===== config.mk =====
export PLATFORM = sky130hd
export DESIGN_NAME = pwl_activation_flat
export DESIGN_NICKNAME = d
export VERILOG_FILES = /design/src/rtl/pwl_pkg.sv /design/src/rtl/pwl_activation_if.sv /design/src/rtl/pwl_coef_table.sv /design/src/rtl/pwl_activation.sv /design/src/flat_wrapper.sv
export SDC_FILE = /design/constraint.sdc
export NUM_CORES = 1
export LEC_CHECK = 0
export ABC_AREA = 1
export CAP_MARGIN = 20
export CORE_MARGIN = 3
export CORE_UTILIZATION = 40
export DETAILED_ROUTE_END_ITERATION = 10
export DONT_BUFFER_PORTS = 1
export PLACE_DENSITY = 0.51
export SYNTH_ARGS = -nofsm -noshare
export SYNTH_HDL_FRONTEND = slang
export SYNTH_SLANG_ARGS = --single-unit

===== constraint.sdc =====
create_clock -name clk -period 15.8 [get_ports clk]
set_input_delay 4.74 -clock clk [delete_from_list [all_inputs] [get_ports clk]]
set_output_delay 4.74 -clock clk [all_outputs]
set_load 0.05 [all_outputs]

===== src/rtl/pwl_pkg.sv =====
// Shared types and defaults for the piecewise-linear activation unit.
// Default tables are chords of the sigmoid over 0.5-wide segments in Q8.8.
package pwl_pkg;

    typedef enum logic [1:0] {
        MODE_SIGMOID = 2'd0,
        MODE_TANH    = 2'd1,
        MODE_RELU    = 2'd2,
        MODE_IDENT   = 2'd3
    } mode_e;

    localparam int DATA_W_DEF    = 16;
    localparam int FRAC_W_DEF    = 8;
    localparam int SEG_N_DEF     = 13;
    localparam int SEG_SHIFT_DEF = 7;

    // Segment k spans xa in [128k, 128k+127]; y = (xa*slope >> 8) + intercept
    localparam logic [15:0] SLOPE_DEF [SEG_N_DEF] = '{
        16'd62, 16'd56, 16'd44, 16'd32, 16'd24, 16'd14, 16'd8,
        16'd6,  16'd4,  16'd2,  16'd2,  16'd0,  16'd0
    };

    localparam logic [15:0] ICPT_DEF [SEG_N_DEF] = '{
        16'h0080, 16'd131, 16'd143, 16'd161, 16'd177, 16'd202, 16'd220,
        16'd227,  16'd235, 16'd244, 16'd244, 16'd255, 16'h0100
    };

endpackage


===== src/rtl/pwl_activation_if.sv =====
// Valid/ready stream interface: sample in, activation result out.
interface pwl_activation_if
    import pwl_pkg::*;
#(
    parameter int DATA_W = DATA_W_DEF
);
    logic              in_valid;
    logic              in_ready;
    logic [DATA_W-1:0] in_data;
    logic [1:0]        in_mode;
    logic              out_valid;
    logic              out_ready;
    logic [DATA_W-1:0] out_data;

    modport master (
        output in_valid, in_data, in_mode, out_ready,
        input  in_ready, out_valid, out_data
    );

    modport slave (
        input  in_valid, in_data, in_mode, out_ready,
        output in_ready, out_valid, out_data
    );
endinterface


===== src/rtl/pwl_coef_table.sv =====
// Slope/intercept tables with one write port and a combinational read port.
// PWL_COEF_WR_EN makes the tables writable; otherwise they are a constant ROM.
module pwl_coef_table
    import pwl_pkg::*;
#(
    parameter int DATA_W = DATA_W_DEF,
    parameter int SEG_N  = SEG_N_DEF
)(
    input  logic              clk,
    input  logic              rst_n,
    input  logic              we,
    input  logic              sel,
    input  logic [3:0]        waddr,
    input  logic [DATA_W-1:0] wdata,
    input  logic [3:0]        raddr,
    output logic [DATA_W-1:0] slope,
    output logic [DATA_W-1:0] icpt
);

`ifdef PWL_COEF_WR_EN
    logic [DATA_W-1:0] slope_q [SEG_N];
    logic [DATA_W-1:0] icpt_q  [SEG_N];

    always_ff @(posedge clk or negedge rst_n) begin
        if (!rst_n) begin
            for (int i = 0; i < SEG_N; i++) begin
                slope_q[i] <= DATA_W'(SLOPE_DEF[i]);
                icpt_q[i]  <= DATA_W'(ICPT_DEF[i]);
            end
        end else if (we && (waddr < 4'(SEG_N))) begin
            if (sel)
                icpt_q[waddr]  <= wdata;
            else
                slope_q[waddr] <= wdata;
        end
    end

    assign slope = slope_q[raddr];
    assign icpt  = icpt_q[raddr];
`else
    wire unused_ok = ^{clk, rst_n, we, sel, waddr, wdata};

    assign slope = DATA_W'(SLOPE_DEF[raddr]);
    assign icpt  = DATA_W'(ICPT_DEF[raddr]);
`endif

endmodule


===== src/rtl/pwl_activation.sv =====
// Three-stage piecewise-linear activation (sigmoid/tanh/ReLU/identity) with global stall.
// Coefficient writes are live only when built with PWL_COEF_WR_EN.
module pwl_activation
    import pwl_pkg::*;
#(
    parameter int DATA_W    = DATA_W_DEF,
    parameter int FRAC_W    = FRAC_W_DEF,
    parameter int SEG_N     = SEG_N_DEF,
    parameter int SEG_SHIFT = SEG_SHIFT_DEF
)(
    input  logic              clk,
    input  logic              rst_n,
    pwl_activation_if.slave   io,
    input  logic              coef_we,
    input  logic              coef_sel,
    input  logic [3:0]        coef_addr,
    input  logic [DATA_W-1:0] coef_data
);

    localparam int W2 = DATA_W + 2;
    localparam logic signed [W2-1:0] ONE_W   = W2'(1 << FRAC_W);
    localparam logic signed [W2-1:0] POS_MAX = {3'b000, {(DATA_W-1){1'b1}}};
    localparam logic signed [W2-1:0] NEG_MIN = {3'b111, {(DATA_W-1){1'b0}}};

    logic en;
    assign en          = !io.out_valid || io.out_ready;
    assign io.in_ready = en;

    // ---------------- stage 1: pre-scale, fold to |x|, segment index
    logic signed [W2-1:0] x_w, xp_w;
    logic [DATA_W-1:0]    xp, xa, seg_idx;
    logic                 neg;
    logic [3:0]           addr;

    always_comb begin
        x_w  = {{2{io.in_data[DATA_W-1]}}, io.in_data};
        xp_w = (io.in_mode == MODE_TANH) ? (x_w <<< 1) : x_w;
        if (xp_w > POS_MAX)
            xp = POS_MAX[DATA_W-1:0];
        else if (xp_w < NEG_MIN)
            xp = NEG_MIN[DATA_W-1:0];
        else
            xp = xp_w[DATA_W-1:0];
        neg = xp[DATA_W-1];
        if (!neg)
            xa = xp;
        else if (xp == NEG_MIN[DATA_W-1:0])
            xa = POS_MAX[DATA_W-1:0];
        else
            xa = -xp;
        seg_idx = xa >> SEG_SHIFT;
        addr    = (seg_idx > DATA_W'(SEG_N - 1)) ? 4'(SEG_N - 1) : seg_idx[3:0];
    end

    logic              s1_valid, s1_neg;
    logic [DATA_W-1:0] s1_xa, s1_x;
    logic [3:0]        s1_addr;
    mode_e             s1_mode;

    always_ff @(posedge clk or negedge rst_n) begin
        if (!rst_n) begin
            s1_valid <= 1'b0;
            s1_neg   <= 1'b0;
            s1_xa    <= '0;
            s1_x     <= '0;
            s1_addr  <= '0;
            s1_mode  <= MODE_SIGMOID;
        end else if (en) begin
            s1_valid <= io.in_valid;
            s1_neg   <= neg;
            s1_xa    <= xa;
            s1_x     <= io.in_data;
            s1_addr  <= addr;
            s1_mode  <= mode_e'(io.in_mode);
        end
    end

    // ---------------- stage 2: table lookup and slope product
    logic [DATA_W-1:0]   slope, icpt, mx;
    logic [2*DATA_W-1:0] prod, prod_sh;

    pwl_coef_table #(
        .DATA_W (DATA_W),
        .SEG_N  (SEG_N)
    ) u_coef (
        .clk   (clk),
        .rst_n (rst_n),
        .we    (coef_we),
        .sel   (coef_sel),
        .waddr (coef_addr),
        .wdata (coef_data),
        .raddr (s1_addr),
        .slope (slope),
        .icpt  (icpt)
    );

    // Written slopes can be large; clamp rather than wrap the product
    always_comb begin
        prod    = (2*DATA_W)'(s1_xa) * (2*DATA_W)'(slope);
        prod_sh = prod >> FRAC_W;
        mx      = (prod_sh > (2*DATA_W)'({DATA_W{1'b1}})) ? '1 : prod_sh[DATA_W-1:0];
    end

    logic              s2_valid, s2_neg;
    logic [DATA_W-1:0] s2_mx, s2_icpt, s2_x;
    mode_e             s2_mode;

    always_ff @(posedge clk or negedge rst_n) begin
        if (!rst_n) begin
            s2_valid <= 1'b0;
            s2_neg   <= 1'b0;
            s2_mx    <= '0;
            s2_icpt  <= '0;
            s2_x     <= '0;
            s2_mode  <= MODE_SIGMOID;
        end else if (en) begin
            s2_valid <= s1_valid;
            s2_neg   <= s1_neg;
            s2_mx    <= mx;
            s2_icpt  <= icpt;
            s2_x     <= s1_x;
            s2_mode  <= s1_mode;
        end
    end

    // ---------------- stage 3: add intercept, mirror, apply mode
    logic signed [W2-1:0] sum, y, s;
    logic [DATA_W-1:0]    z;

    always_comb begin
        sum = {2'b00, s2_mx} + {{2{s2_icpt[DATA_W-1]}}, s2_icpt};
        // The sigmoid half-curve is kept inside [0, ONE] so the mirror stays in range
        if (sum[W2-1])
            y = '0;
        else if (sum > ONE_W)
            y = ONE_W;
        else
            y = sum;
        s = s2_neg ? (ONE_W - y) : y;
        z = '0;
        unique case (s2_mode)
            MODE_SIGMOID: z = DATA_W'(s);
            MODE_TANH:    z = DATA_W'((s <<< 1) - ONE_W);
            MODE_RELU:    z = s2_x[DATA_W-1] ? '0 : s2_x;
            default:      z = s2_x;
        endcase
    end

    always_ff @(posedge clk or negedge rst_n) begin
        if (!rst_n) begin
            io.out_valid <= 1'b0;
            io.out_data  <= '0;
        end else if (en) begin
            io.out_valid <= s2_valid;
            if (s2_valid)
                io.out_data <= z;
        end
    end

endmodule


===== src/flat_wrapper.sv =====
// flat-port wrapper written by rule: the top's interface ports become plain ports
module pwl_activation_flat import pwl_pkg::*;
#(
    parameter int DATA_W    = DATA_W_DEF,
    parameter int FRAC_W    = FRAC_W_DEF,
    parameter int SEG_N     = SEG_N_DEF,
    parameter int SEG_SHIFT = SEG_SHIFT_DEF
)
  (clk, rst_n, coef_we, coef_sel, coef_addr, coef_data, io_in_valid, io_in_data, io_in_mode, io_out_ready, io_in_ready, io_out_valid, io_out_data);
  pwl_activation_if #(.DATA_W(DATA_W)) io_i ();
  input  logic clk;
  input  logic rst_n;
  input  logic coef_we;
  input  logic coef_sel;
  input  logic [3:0] coef_addr;
  input  logic [DATA_W-1:0] coef_data;
  input wire logic [$bits(io_i.in_valid)-1:0] io_in_valid;
  input wire logic [$bits(io_i.in_data)-1:0] io_in_data;
  input wire logic [$bits(io_i.in_mode)-1:0] io_in_mode;
  input wire logic [$bits(io_i.out_ready)-1:0] io_out_ready;
  output wire logic [$bits(io_i.in_ready)-1:0] io_in_ready;
  output wire logic [$bits(io_i.out_valid)-1:0] io_out_valid;
  output wire logic [$bits(io_i.out_data)-1:0] io_out_data;
  assign io_i.in_valid = io_in_valid;
  assign io_i.in_data = io_in_data;
  assign io_i.in_mode = io_in_mode;
  assign io_i.out_ready = io_out_ready;
  assign io_in_ready = io_i.in_ready;
  assign io_out_valid = io_i.out_valid;
  assign io_out_data = io_i.out_data;
  pwl_activation #(.DATA_W(DATA_W), .FRAC_W(FRAC_W), .SEG_N(SEG_N), .SEG_SHIFT(SEG_SHIFT)) u_core (.clk(clk), .rst_n(rst_n), .io(io_i), .coef_we(coef_we), .coef_sel(coef_sel), .coef_addr(coef_addr), .coef_data(coef_data));
endmodule

Word-level counts from Yosys, hierarchy flattened:

Memories as Yosys holds them, arrays and structs flattened. A register that Yosys moved wholly into a read port is not among the register bits.
Index checks and enable logic that the tools add are counted.

* register bits after elaboration: 93
* ROM bits: 512
* input port bits: 44
* output and inout bits: 18
* memories: 2

* $add $sub $neg: 4
* $mul: 1
* order comparisons: 6
* equal/unequal tests: 4
* multiplexer cells: 14
* bitwise logic cells: 1
* reduce and logical (&&, ||, !) cells: 5

Memories
* (no name shown): words 16, bits a word 16, rd ports 1, clocked after memory_dff 1, wr ports 0, line pwl_coef_table.sv:44 `assign icpt = DATA_W'(ICPT_DEF[raddr]);`
* (no name shown): words 16, bits a word 16, rd ports 1, clocked after memory_dff 0, wr ports 0, line pwl_coef_table.sv:43 `assign slope = DATA_W'(SLOPE_DEF[raddr]);`

Operators by type and width (number)
* 16-bit two-way mux: 11
* 16-bit case mux with 3 select lines: 1
* 16-bit by 16-bit multiplier with 32-bit output: 1
* 24-bit by 16-bit > comparator with 1-bit output, second input constant: 1
* 17-bit by 16-bit adder with 18-bit output: 1
* 18-bit by 10-bit > comparator with 1-bit output, second input constant: 1
* 17-bit by 16-bit > comparator with 1-bit output, second input constant: 1
* 17-bit by 16-bit less-than comparator with 1-bit output, second input constant: 1
* 16-bit == test, second input constant: 1
* 16-bit negator: 1
* 10-bit by 16-bit subtractor with 16-bit output, first input constant: 1
* 16-bit by 10-bit subtractor with 16-bit output, second input constant: 1
* 15-bit two-way mux: 1
* 9-bit by 4-bit > comparator with 1-bit output, second input constant: 1
* 5-bit >= comparator, second input constant: 1
* 4-bit inverter with 5-bit output: 1
* 2-bit by 1-bit == test with 1-bit output, second input constant: 2
* 4-bit two-way mux: 1
* 2-bit == test, second input constant: 1
* 1-bit zero test: 2
* 2-bit zero test: 1
* 2-bit AND reduction: 1
* 1-bit logical OR: 1

Depth between registers and ports, before layout:

* depth after elaboration: 10
* depth in mapped cells: 31
* depth with buffers taken out: 30

Hierarchy:

A second synthesis with hierarchy kept.

* cell total of the unflattened synthesis: 2223
* area total of the unflattened synthesis: 16164.3 µm²

By module, submodules not included
* pwl_activation: instances 1, cells an instance 2156, area each 15743.8 µm²
* pwl_coef_table: instances 1, cells an instance 67, area each 420.4 µm²

Worst setup path before layout:

OpenSTA, ideal clock, no wires.

* kind: input -> output
* from: input io_out_ready
* to: output io_in_ready
* data arrival time: 5.737 ns
* required time: 11.060 ns
* setup slack: 5.323 ns
* stages: 4
* cell sequence: nor2_1 inv_1 clkbuf_1 clkbuf_1

* cells in the longest elaborated chain, start to end: 1

RTL lines
* start: declaration: line flat_wrapper.sv:20 `input wire logic [$bits(io_i.out_ready)-1:0] io_out_ready;`
* 1-bit logical OR: line pwl_activation.sv:26 `assign en = !io.out_valid || io.out_ready;`
* end: declaration: line flat_wrapper.sv:21 `output wire logic [$bits(io_i.in_ready)-1:0] io_in_ready;`

No other way between the ends.

Worst setup path after layout:

Same ends and word-level chain as after synthesis.

==> out/results.tsv <==
stage	metric	value	unit
routing	Vias/cell	4.84	
routing	DRC violations left	0	
die	site row count	55	
timing	Setup TNS Final	0	ns
routing	drt first pass iters	5	
setup_path	crit path from	io_out_ready	
clocking	H-tree lvl count	3	
clocking	root buf cell	clkbuf_16	
power	LEAKAGE	5.58	nW
die	# IOs	62	
worst_hold_path	worst hold path class	reg -> reg	
setup_path	critical path depth in cells	3	
routing	Avg WL per Cell	13.9	um
setup_path	worst-path cell chain	nor2_4 > buf_4 > inv_2	
flow_run	total of max-cap violations	0	
yosys	sequential fraction of the synthesis area	27.0	%
outcome	status	finished, final reports clean	
place	Port Buffers	0	
die	Initial Utilization	41.2	%
global_route	All-Layer GR Usage	17.8	%
routing	Total Routed Length	22000	um
timing	Fmax	98.3	MHz
setup_path	Worst R2R End	u_core.s2_mx[11]	
clocking	CTS Hold Bufs	0	
place	dpl hpwl	17400	um
die	die area	0.0255	mm2
clocking	Setup Buffers After CTS	0	
setup_path	Top delay family on crit path	buffers and inverters	
yosys	Avg Inst Size Synth	7.34	um2
clocking	clk slew on worst S/H paths	0.08	ns
timing	post-route minimum period	10.18	ns
clocking	post_cts resized	0	
yosys	Cells after Synth	1288	
timing	Final Cycle Share	64.4	%
timing	Pins Over Slew Limit	0	
routing	vias	7679	
timing	Worst Skew	0.0154	ns
timing	Hold WS	0.465	ns
timing	final hold vios	0	
yosys	Net Count, Synth	1480	
final_layout	Fill cells	2389	
global_route	number of global-route vias before repair	7618	
timing	RSZ-0062 raised after global routing	false	
setup_path	WP buf/inv	2	
die	Die Width	160	um
power	Total Power	0.00112	W
setup_path	flop-to-flop setup slack	9.92	ns
setup_path	worst-path fanout max	46	
setup_path	Worst setup SP type	input port	
setup_path	Worst Setup Path Type	in -> out	
global_route	initial antenna violation count	0	
global_route	largest net degree at the start of global routing	103	
yosys	Ys Warns	0	
setup_path	Arr. time, crit path	5.44	ns
die	die span in y	160	um
timing	endpoints failing setup	0	
setup_path	R2R cell count	28	
yosys	Synth async-reset ratio	100	%
global_route	total congestion overflow	0	
timing	max_slew headroom	51.1	%
setup_path	slowest CP cell	buf_4	
place	GPL Wtd Cong	0.816	
clocking	cts bufs inserted	9	
power	Max IR drop VDD	0.0000556	V
final_layout	Final Util	43.8	%
setup_path	Critical path destination	io_in_ready	
clocking	Longest Clk Path Bufs	2	
final_layout	diode count	0	
power	Power Density	111	mW/mm2
yosys	Mapped Area	0.00945	mm2
final_layout	Layout area overhead	6.31	%
yosys	Post-synth EDFFs	0	
setup_path	crit path capture type	primary output	
final_layout	Final nets	1461	
final_layout	layout cells sized above 1	5.42	%
setup_path	required time worst endpoint	11.06	ns
setup_path	R2R Path Start	u_core.s1_addr[0]	
routing	DR iter-0 viols	334	
die	Core ar.	0.0229	mm2
yosys	post-synthesis register bit count	102	
yosys	Yosys cell types	52	
routing	Routed Antenna Nets	0	
setup_path	crit-path max cell delay	0.39	ns
clocking	CTS tree	yes	
timing	worst-margin pin slew	0.731	ns
clocking	Worst-Skew Late Latency	0.36	ns
yosys	Post-synth top flop	dfrtp_1	
clocking	Sink Count	102	
global_route	first-pass GRT wire length	37700	um
==> logic make-up (layout without fill, tap and decap cells) <==
family | after synthesis | after routing | synth area share [%]
and+or+nand+nor | 549 | 549 | 24.4
buffers and inverters | 271 | 257 | 11.1
AOI/OAI and AO/OA | 195 | 195 | 12.3
adders and majority gates | 148 | 148 | 23.0
DFF | 102 | 102 | 27.0
xor gates and xnor gates | 23 | 23 | 2.13
==> routing by layer <==
metal | global-route usage [%] | vias to the layer above | share of wire [%]
met5 | 0 | - | 0
met2 | 28.1 | 71 | 44
met3 | 2.65 | 10 | 2.6
li1 | - | 4029 | -
met4 | 2.67 | 0 | 0.73
met1 | 26.4 | 3569 | 52
==> worst min-delay path by stage <==
stage	start	end	slack, ns	depth (start not counted)
after floorplan	u_core.s1_x[0]	u_core.s2_x[0]	0.44	2
after global placement	u_core.s1_x[1]	u_core.s2_x[1]	0.45	2
after detailed placement	u_core.s1_x[1]	u_core.s2_x[1]	0.45	2
after CTS	u_core.s1_x[1]	u_core.s2_x[1]	0.47	2
after global routing	u_core.s2_mx[5]	u_core.s2_mx[5]	0.51	2
final	u_core.s1_x[1]	u_core.s2_x[1]	0.46	2
==> where the power goes <==
| group | internal [W] | switching (W) | leakage, nW |
|---|---|---|---|
| Clock | 0.000127 | 0.000111 | 0.152 |
| Combinational | 0.000135 | 0.000283 | 4.16 |
| Sequential | 0.000334 | 0.000126 | 1.27 |
| Total | 0.000596 | 0.000520 | 5.58 |
==> state kept, by name, summed over array words and instances, names as in the netlist <==
name                 flops
u_core.io.out_data      16
u_core.s2_neg            1
u_core.s1_neg            1
u_core.s1_mode           2
u_core.s1_xa            16
u_core.s1_x             16
u_core.s2_mx            16
u_core.s2_mode           2
u_core.s1_valid          1
u_core.io.out_valid      1
u_core.s2_valid          1
u_core.s2_x             16
u_core.s1_addr           4
u_core.s2_icpt           9
==> worst reg2reg max path: cells and delay by family (launching register included) <==
family / cells / cell delay (ns)
AOI/OAI and AO/OA: 5 / 0.67
adders and majority gates: 8 / 2.94
buffers and inverters: 6 / 0.71
DFF: 1 / 0.37
and+or+nand+nor: 9 / 1.01
==> through the flow <==
stage	instances	cell area (um2)	worst slack (ns)
final	1587	10000	5.62
after CTS	1587	10000	5.62
after floorplan	1288	9450	5.32
after detailed placement	1571	9730	5.62
after global routing	1587	10000	5.55
after global placement	1571	9730	5.62
==> cells in the mapped netlist (4+ instances only) <==
library cell  instances  share of area [%]
nor2_4                4               0.48
o21ai_1              11               0.58
a21o_1                6               0.48
nor2_1              116                4.6
ha_1                105                 14
fa_1                 43                9.1
nor3_1                6               0.32
a22oi_1              11               0.87
nand3_1              57                3.0
xnor2_1              13                1.2
a31oi_1               5               0.33
inv_2                 8               0.32
clkbuf_1             27                1.1
o21ai_0              84                4.4
xor2_1               10               0.93
nand2_2               4               0.26
o21ai_2               5               0.46
dfrtp_1             102                 27
inv_1               226                9.0
nand2_1             334                 13
a21oi_1              47                2.5
nand4_1              12               0.79
buf_2                 4               0.21
a21oi_2               4               0.37
==> layout by cell type, fill, tap and decap left out, types with 3 or more instances in the layout <==
cell       instances
nand2_1          334
inv_1            225
nor2_1           115
ha_1             105
dfrtp_1          102
o21ai_0           84
nand3_1           57
a21oi_1           47
fa_1              43
xnor2_1           13
nand4_1           12
a22oi_1           11
o21ai_1           11
xor2_1            10
inv_2              9
clkbuf_16          9
nor3_1             6
a21o_1             6
buf_4              6
nor2_4             5
a31oi_1            5
o21ai_2            5
a21oi_2            4
nand2_2            4
nand3b_1           3
a21oi_4            3
or2_2              3
==> area by class of cell <==
class                      instances  area [um2]  area share, %
clock buffer                       9         225           2.24
timing repair buffer               6        45.0          0.448
sequential                       102        2550           25.4
tap                              313         392           3.90
multi-input combinational        915        5860           58.3
inverter                         235         882           8.78
clock inverter                     7        93.8          0.934
Power figures use the tool's default switching activity.
